**src/rtl/dpram_stream_fifo.sv**
```systemverilog
// -----------------------------------------------------------------------------
// dpram_stream_fifo
//
// Single-clock streaming FIFO controller that sits in front of an external
// dual-port RAM (16-bit x 512, registered read). RAM port A is the write
// side and port B is the read side. A 2-entry output queue hides the RAM's
// one-cycle read latency, so the FIFO can stream one word per cycle.
//
// Ports
//   clk        single clock (also clocks both RAM ports)
//   reset      asynchronous, active-high reset
//   flush      synchronous clear of all FIFO state
//   in_data    write word               in_valid / in_ready   input handshake
//   out_data   head word                out_valid / out_ready output handshake
//   level      total words held (RAM + read in flight + output queue)
//   a_*        RAM port A (write side): ce, we, addr, write data, byte selects
//   b_*        RAM port B (read side):  ce, we, addr, write data, byte selects
//   b_read     RAM port B read data, valid one cycle after b_ce
// -----------------------------------------------------------------------------
module dpram_stream_fifo #(
    parameter int ADDR_W = 9,
    parameter int DATA_W = 16
) (
    input  logic                  clk,
    input  logic                  reset,
    input  logic                  flush,
    input  logic [DATA_W-1:0]     in_data,
    input  logic                  in_valid,
    output logic                  in_ready,
    output logic [DATA_W-1:0]     out_data,
    output logic                  out_valid,
    input  logic                  out_ready,
    output logic [ADDR_W+1:0]     level,
    output logic                  a_ce,
    output logic                  a_we,
    output logic [ADDR_W-1:0]     a_addr,
    output logic [DATA_W-1:0]     a_write,
    output logic [DATA_W/8-1:0]   a_sel,
    output logic                  b_ce,
    output logic                  b_we,
    output logic [ADDR_W-1:0]     b_addr,
    output logic [DATA_W-1:0]     b_write,
    output logic [DATA_W/8-1:0]   b_sel,
    input  logic [DATA_W-1:0]     b_read
);

    // ram_cnt equal to the RAM depth means every RAM word is occupied.
    localparam logic [ADDR_W:0] DEPTH = {1'b1, {ADDR_W{1'b0}}};

    // Pointers carry one extra wrap bit so full and empty stay distinct.
    logic [ADDR_W:0]   wptr_q, wptr_d;
    logic [ADDR_W:0]   rptr_q, rptr_d;
    logic              inflight_q, inflight_d;
    logic [1:0]        qcnt_q, qcnt_d;
    logic [DATA_W-1:0] head_q, head_d;
    logic [DATA_W-1:0] tail_q, tail_d;

    logic [ADDR_W:0]   ram_cnt;
    logic              full;
    logic              empty;
    logic              push;
    logic              pop;
    logic              issue;
    logic [2:0]        slots_used;

    assign ram_cnt = wptr_q - rptr_q;
    assign full    = (ram_cnt == DEPTH);
    assign empty   = (ram_cnt == '0);

    assign in_ready  = !full && !reset;
    assign out_valid = (qcnt_q != 2'd0);
    assign out_data  = head_q;

    // flush suppresses every transfer in its cycle.
    assign push = in_valid && in_ready && !flush;
    assign pop  = out_valid && out_ready && !flush;

    // Queue slots committed after this cycle: held words plus the word
    // arriving from the RAM, minus the one leaving. A new read may only be
    // issued when its result is guaranteed a free slot on arrival.
    assign slots_used = {1'b0, qcnt_q} + {2'b00, inflight_q} - {2'b00, pop};
    assign issue      = !empty && (slots_used < 3'd2) && !flush;

    assign level = {1'b0, ram_cnt}
                 + {{(ADDR_W+1){1'b0}}, inflight_q}
                 + {{ADDR_W{1'b0}}, qcnt_q};

    // RAM port A: write side
    assign a_ce    = push;
    assign a_we    = push;
    assign a_addr  = wptr_q[ADDR_W-1:0];
    assign a_write = in_data;
    assign a_sel   = '1;

    // RAM port B: read side
    assign b_ce    = issue;
    assign b_we    = 1'b0;
    assign b_addr  = rptr_q[ADDR_W-1:0];
    assign b_write = '0;
    assign b_sel   = '1;

    always_comb begin
        wptr_d     = wptr_q + {{ADDR_W{1'b0}}, push};
        rptr_d     = rptr_q + {{ADDR_W{1'b0}}, issue};
        inflight_d = issue;
        head_d     = head_q;
        tail_d     = tail_q;
        qcnt_d     = qcnt_q;

        // {capture, pop}: head is always the oldest word, tail the next one.
        unique case ({inflight_q, pop})
            2'b10: begin
                if (qcnt_q == 2'd0) begin
                    head_d = b_read;
                end else begin
                    tail_d = b_read;
                end
                qcnt_d = qcnt_q + 2'd1;
            end
            2'b01: begin
                head_d = tail_q;
                qcnt_d = qcnt_q - 2'd1;
            end
            2'b11: begin
                if (qcnt_q == 2'd2) begin
                    head_d = tail_q;
                    tail_d = b_read;
                end else begin
                    head_d = b_read;
                end
            end
            default: begin
            end
        endcase

        // Dropping inflight discards any RAM read still on its way back.
        if (flush) begin
            wptr_d     = '0;
            rptr_d     = '0;
            inflight_d = 1'b0;
            qcnt_d     = 2'd0;
            head_d     = '0;
            tail_d     = '0;
        end
    end

    always_ff @(posedge clk or posedge reset) begin
        if (reset) begin
            wptr_q     <= '0;
            rptr_q     <= '0;
            inflight_q <= 1'b0;
            qcnt_q     <= 2'd0;
            head_q     <= '0;
            tail_q     <= '0;
        end else begin
            wptr_q     <= wptr_d;
            rptr_q     <= rptr_d;
            inflight_q <= inflight_d;
            qcnt_q     <= qcnt_d;
            head_q     <= head_d;
            tail_q     <= tail_d;
        end
    end

endmodule

```
**config.mk**
```make
export PLATFORM = sky130hd
export DESIGN_NAME = dpram_stream_fifo
export DESIGN_NICKNAME = d
export VERILOG_FILES = /design/src/rtl/dpram_stream_fifo.sv
export SDC_FILE = /design/constraint.sdc
export NUM_CORES = 1
export LEC_CHECK = 0
export ABC_AREA = 1
export CAP_MARGIN = 5
export CORE_ASPECT_RATIO = 1.25
export CORE_UTILIZATION = 45
export DETAILED_ROUTE_END_ITERATION = 12
export GPL_ROUTABILITY_DRIVEN = 0
export PLACE_DENSITY = 0.81
export SLEW_MARGIN = 20
export SYNTH_ARGS = -nofsm -noshare
export SYNTH_HDL_FRONTEND = slang
export SYNTH_SLANG_ARGS = --single-unit
```
**constraint.sdc**
```tcl
create_clock -name clk -period 3.64 [get_ports clk]
set_clock_uncertainty 0.15 [all_clocks]
set_input_delay 0.728 -clock clk [delete_from_list [all_inputs] [get_ports clk]]
set_output_delay 0.728 -clock clk [all_outputs]
set_load 0.02 [all_outputs]
```
==> results.json, run 1 <==
{
  "status": "completed",
  "clock-sinks": 55,
  "relSlewSlack": 0.5361,
  "dpl-instance-area_sq_um": 4571,
  "final_area_sq_um": 4986,
  "synth_cells": 497,
  "drive_gt1_frac": 0.2570,
  "port_buffers": 70,
  "cp_slowest_stage_delay_ns": 0.54,
  "cts_buffers": 5,
  "root_buffer": "clkbuf_8",
  "max_freq_mhz": 276.6,
  "synth_edf_count": 0,
  "synth_adder_area_share": 0.06903,
  "vias": 3464,
  "setup_viol": 0,
  "diodes": 0,
  "fp.dieW_um": 85.04,
  "synth.area.mux_share": 0,
  "clockBufferDepth": 2,
  "start_kind": "flop",
  "synth_compound_area_frac": 0.1397,
  "num_io_pins": 124,
  "via_per_inst": 5.178,
  "yosysMostFrequentCell": "inv_1",
  "max-vdd-ir-drop_v": 0.0003278,
  "initial_core_util": 0.4681,
  "synth-seq-cells": 55,
  "hold_viol_final": 0,
  "power_uw": 2761,
  "drt_first_iter_violations": 177,
  "drc_errors": 0,
  "grt_max_degree": 56,
  "area_delta_synth_final_pct": 28.55,
  "setup.worst_path.class": "flop to output port",
  "die-height_um": 105.8,
  "finalCritPeriodShare": 0.9932,
  "crit_arrival_ns": 2.74,
  "antenna_found_initial": 0,
  "yosys.area.top_type_share": 0.3548,
  "synth.distinct_cells": 40,
  "synth.top_cells.by_area": "dfrtp_1 35%, buf_4 11%, inv_1 7.6%, nand2_1 6.2%, nor2_1 6.1%",
  "nets": 627,
  "period_needed_ns": 3.615,
  "nFillCells": 684,
  "grt_pass1_vias": 3279,
  "syn_area_sq_um": 3879,
  "clkTransAtPathRegs_ns": 0.09,
  "critical_path_required_ns": 2.76,
  "slew_viol_final": 0,
  "routedWlPerCell_um": 13.85,
  "avgSynthCellArea_sq_um": 7.804,
  "cts_tree": "done",
  "ys_seq_area_frac": 0.3548,
  "grt_pass1_wl_um": 14460,
  "yosys_warnings": 0,
  "routed_wirelength_um": 9267,
  "path_cells": "inv_1 > ha_1 > inv_2 > fa_2 > inv_2 > fa_2 > nor2_1 > nand2_1 > nor2_2 > nand2_2 > nor2_4 > nand2_2 > nor3_2 > buf_4",
  "rsz0062_at_grt": "true",
  "ys_top_cells_by_count": "79 x inv_1, 64 x nand2_1, 63 x nor2_1",
  "first_pass_iters": 4,
  "synthArstFlopShare": 1.000,
  "worstPathMaxFanout": 3,
  "grt_usage": 0.1968,
  "yosys.area.top_type": "dfrtp_1",
  "fp-row-count": 37,
  "die_area_sq_um": 8997,
  "ctsHoldBuffers": 0,
  "drtAntennaViolNets": 0,
  "clock_latency_ns": 0.31,
  "cts_max_level": 2,
  "cap_violations": 0,
  "worst_pin_slew_ns": 0.6926,
  "hp-class": "flop to flop",
  "cp_slowest_cell": "fa_2",
  "end_kind": "output port",
  "synthSimpleGateAreaFrac": 0.2129,
  "ys.flop_type": "dfrtp_1",
  "synth_top_family_by_area": "simple AND/OR/NAND/NOR gates",
  "leakage_uw": 0.002361,
  "pwr_density_cell_nw_per_um2": 553.7,
  "synthXorXnorAreaFrac": 0.01581,
  "core_area_sq_um": 8287,
  "gr-total-overflow": 0,
  "dp_hpwl_um": 6374
}
==> worst paths after layout <==
kind                                               start                       end  slack, ns  cells after the start
worst min register to register  out_data[15]$_DFFE_PP0P_  out_data[15]$_DFFE_PP0P_       0.39                      2
min in group asynchronous                          reset   out_data[8]$_DFFE_PP0P_       0.85                      3
max in group asynchronous                          reset     qcnt_q[1]$_DFFE_PP0P_       2.00                      3
worst max-delay path                 wptr_q[0]$_DFF_PP0_                 level[10]       0.02                     14
worst min-delay path            out_data[15]$_DFFE_PP0P_  out_data[15]$_DFFE_PP0P_       0.39                      2
worst max register to register       wptr_q[0]$_DFF_PP0_       rptr_q[8]$_DFF_PP0_       0.12                     26
==> flip-flops by register name, summed over array words and instances, names as in the netlist <==
register,count
tail_q,16
inflight_q,1
rptr_q,10
wptr_q,10
qcnt_q,2
out_data,16
==> worst max-delay path, delay by kind of cell, from the launching register on <==
| kind | cells | cell delay, ns |
|---|---|---|
| buffers and inverters | 4 | 0.32 |
| AND/OR/NAND/NOR | 7 | 0.69 |
| flip-flops | 1 | 0.40 |
| adder cells (fa/ha/maj) | 3 | 1.03 |
==> kinds of logic (layout without fill, tap and decap cells) <==
family                     count (synthesis)  after routing
AOI/OAI and AO/OA                         76             76
and+or+nand+nor                          187            187
buffers and inverters                    151            207
xor gates and xnor gates                   7              7
other                                      2             21
DFF                                       55             55
adders and majority gates                 19             19
==> repair_timing <==
action                     in CTS  in global routing
pin swaps                       4                 29
buffers inserted                2                  8
gates resized for setup        53                 69
setup endpoints to repair      17                 21
==> cells in the final DEF, fill, tap and decap left out, types with 9 or more instances in the layout <==
cell	count
a21oi_1	18
buf_4	46
clkdlybuf4s50_1	55
conb_1	21
dfrtp_1	54
inv_1	72
inv_2	9
nand2_1	52
nand2_2	14
nand3_1	32
nor2_1	49
nor2_2	13
o21ai_0	26
o32ai_2	9
==> layout make-up <==
| type | instances | area [sq um] | area share |
|---|---|---|---|
| Timing Repair Buffer | 115 | 1027 | 0.2060 |
| Multi-Input combinational cell | 310 | 2049 | 0.4110 |
| Sequential cell | 55 | 1378 | 0.2763 |
| Tap cell | 97 | 121.4 | 0.02434 |
| Inverter | 84 | 325.3 | 0.06524 |
| Clock inverter | 2 | 12.51 | 0.002509 |
| Clock buffer | 6 | 72.57 | 0.01455 |
==> layer usage <==
metal,global-route usage,vias to the layer above,routed length (um)
li1,-,1665,-
met5,0,-,0
met2,0.3560,116,5011
met1,0.2343,1667,3655
met3,0.02662,16,449
met4,0.07385,0,151
==> per-stage QoR <==
| stage | instances | util | hold WS, ns | TNS (ns) | setup WS (ns) |
|---|---|---|---|---|---|
| after detailed placement | 651 | 0.5516 | 0.3735 | -3.103 | -0.4881 |
| after global placement | 651 | 0.5516 | 0.3688 | -1.939 | -0.4052 |
| after floorplan | 516 | - | 0.3493 | 0 | 0.004840 |
| final | 669 | 0.6017 | 0.3900 | 0 | 0.02462 |
| after CTS | 661 | 0.5652 | 0.3936 | -0.04152 | -0.02584 |
| after global routing | 669 | 0.6017 | 0.4141 | -1.055 | -0.1286 |
==> report_power, final <==
group / switching (uW) / internal [uW]
Clock: 199 / 135
Sequential: 70.0 / 722
Combinational: 931 / 704
Power figures use the tool's default switching activity.
==> inputs of run 2 (changes only) <==
--- a/config.mk
+++ b/config.mk
@@ -11,7 +11,9 @@
 export CORE_UTILIZATION = 45
 export DETAILED_ROUTE_END_ITERATION = 12
 export GPL_ROUTABILITY_DRIVEN = 0
+export MAX_ROUTING_LAYER = met4
 export PLACE_DENSITY = 0.81
+export SETUP_SLACK_MARGIN = 0.02
 export SLEW_MARGIN = 20
 export SYNTH_ARGS = -nofsm -noshare
 export SYNTH_HDL_FRONTEND = slang
==> constraint.sdc (replaced) <==
create_clock -name clk -period 3.64 [get_ports clk]
set_clock_uncertainty 0.15 [all_clocks]
set_input_delay 0.728 -clock clk [delete_from_list [all_inputs] [get_ports clk]]
set_output_delay 0.728 -clock clk [all_outputs]
set_load 0.005 [all_outputs]
==> results.json, run 2 (synthesis gave the netlist of run 1 again) <==
{
  "final-seq-area_sq_um": 1380,
  "area_delta_synth_final_pct": 34.87,
  "die_area_sq_um": 8997,
  "relSlewSlack": 0.5272,
  "path_cells": "inv_1 > ha_2 > inv_2 > fa_2 > inv_2 > fa_2 > nor2_1 > nand2_1 > nor2_2 > nand2_1 > nor2_2 > buf_6 > nand2_4 > nor3_2 > buf_2",
  "mostFrequentLayoutCells": "72 x inv_1, 61 x buf_4, 55 x clkdlybuf4s50_1, 52 x dfrtp_1, 50 x nand2_1",
  "nets": 647,
  "initial_core_util": 0.4681,
  "slew_viol_final": 0,
  "start_kind": "flop",
  "setup.worst_path.class": "flop to output port",
  "fp.dieW_um": 85.04,
  "grt_pass1_vias": 3328,
  "drive_gt1_frac": 0.3007,
  "hold_viol_final": 0,
  "leakage_uw": 0.002486,
  "cp-startpoint": "wptr_q[0]$_DFF_PP0_",
  "crit_arrival_ns": 2.85,
  "drtAntennaViolNets": 0,
  "critical_path_required_ns": 2.76,
  "timing.final.ws_setup_ns": -0.08454,
  "core_area_sq_um": 8287,
  "worst_pin_slew_ns": 0.7091,
  "end_kind": "output port",
  "die-height_um": 105.8,
  "setup_viol": 2,
  "cp_slowest_stage_delay_ns": 0.54,
  "root_buffer": "clkbuf_8",
  "worstPathMaxFanout": 2,
  "rsz0062_at_grt": "true",
  "clockBufferDepth": 2,
  "routed_wirelength_um": 10450,
  "ctsHoldBuffers": 0,
  "tns_ns": -0.1597,
  "clock_latency_ns": 0.31,
  "antenna_found_initial": 0,
  "grt_max_degree": 56,
  "routedWlPerCell_um": 15.17,
  "period_needed_ns": 3.725,
  "multi_input_area_sq_um": 2143,
  "dp.cells": 643,
  "num_io_pins": 124,
  "drt_first_iter_violations": 206,
  "fp-row-count": 37,
  "grt_pass1_wl_um": 15170,
  "power_uw": 2853,
  "worst-path-stages": 15,
  "dp_hpwl_um": 6639,
  "pwr_density_cell_nw_per_um2": 545.5,
  "status": "finished, violations left",
  "drc_errors": 0,
  "hp-class": "flop to flop",
  "cap_violations": 0,
  "reg2reg_depth": 21,
  "port_buffers": 70,
  "clkTransAtPathRegs_ns": 0.11,
  "worstHoldStart": "out_data[7]$_DFFE_PP0P_",
  "cts_tree": "done",
  "vias": 3617,
  "first_pass_iters": 4,
  "max_freq_mhz": 268.5,
  "gr-total-overflow": 0,
  "finalCritPeriodShare": 1.023,
  "min_path_cells": 2,
  "cp_slowest_cell": "fa_2",
  "stdcell_count": 689,
  "r2r-start": "qcnt_q[1]$_DFFE_PP0P_",
  "violations": "setup timing",
  "diodes": 0,
  "cp_top_family": "adder cells",
  "final_common_cell": "inv_1",
  "max-vdd-ir-drop_v": 0.0003511,
  "crit_buf_inv": 5,
  "via_per_inst": 5.250,
  "cts_max_level": 2,
  "grt_usage": 0.2153,
  "cts_buffers": 5,
  "clock-sinks": 55,
  "nFillCells": 663
}
-- run 2: final cells by class --
cell class	count	share of cell area
multi-input cells	310	0.4097
clock buffers	5	0.01315
flip-flops and latches	55	0.2638
well taps	97	0.02320
clock inverters	3	0.004305
repair buffers	135	0.2241
inverters	84	0.06171
-- run 2: worst register-to-register path, delay by kind of cell (launching register included) --
family	cells	cell delay, ns
flip-flops	1	0.47
AND/OR/NAND/NOR	4	0.33
adder cells (fa/ha/maj)	2	0.68
AO/OA/AOI/OAI	2	0.32
buffers and inverters	13	1.55
-- run 2: repair_timing --
item                       CTS  global route
pin swaps                   22            40
gates cloned                 0             0
buffers inserted            23            17
setup endpoints to repair   18            21
gates resized for setup     58            71
-- run 2: per-layer routing --
| metal | GRT usage | routed length [um] | part of all wire | up-vias |
|---|---|---|---|---|
| li1 | - | - | - | 1697 |
| met1 | 0.2428 | 4134 | 0.40 | 1762 |
| met2 | 0.3831 | 5564 | 0.53 | 132 |
| met3 | 0.02897 | 460 | 0.044 | 26 |
| met4 | 0.08475 | 290 | 0.028 | 0 |
| met5 | - | 0 | 0 | - |
-- run 2: final timing paths --
| kind | end | slack [ns] |
|---|---|---|
| max | level[10] | -0.08 |
| min reg2reg | out_data[7]$_DFFE_PP0P_ | 0.39 |
| max reg2reg | inflight_q$_DFF_PP0_ | 0.08 |
| min in group asynchronous | out_data[7]$_DFFE_PP0P_ | 0.83 |
| min | out_data[7]$_DFFE_PP0P_ | 0.39 |
| max in group asynchronous | rptr_q[5]$_DFF_PP0_ | 2.00 |
-- run 2: where the power goes --
part	switching (uW)	internal [uW]	total [uW]
clock	215	140	355
combinational	834	856	1690
sequential	85.8	723	808
-- run 2: per-stage QoR --
| step | hold WS [ns] | instance area [sq um] | setup slack (ns) | utilization |
|---|---|---|---|---|
| floorplan | 0.3493 | 3954 | 0.03337 | - |
| finish | 0.3936 | 5231 | -0.08454 | 0.6313 |
| global route | 0.4113 | 5231 | -0.2219 | 0.6313 |
| detailed placement | 0.3804 | 4497 | -0.5436 | 0.5427 |
| global placement | 0.3698 | 4497 | -0.4221 | 0.5427 |
| CTS | 0.3957 | 4865 | -0.07217 | 0.5870 |
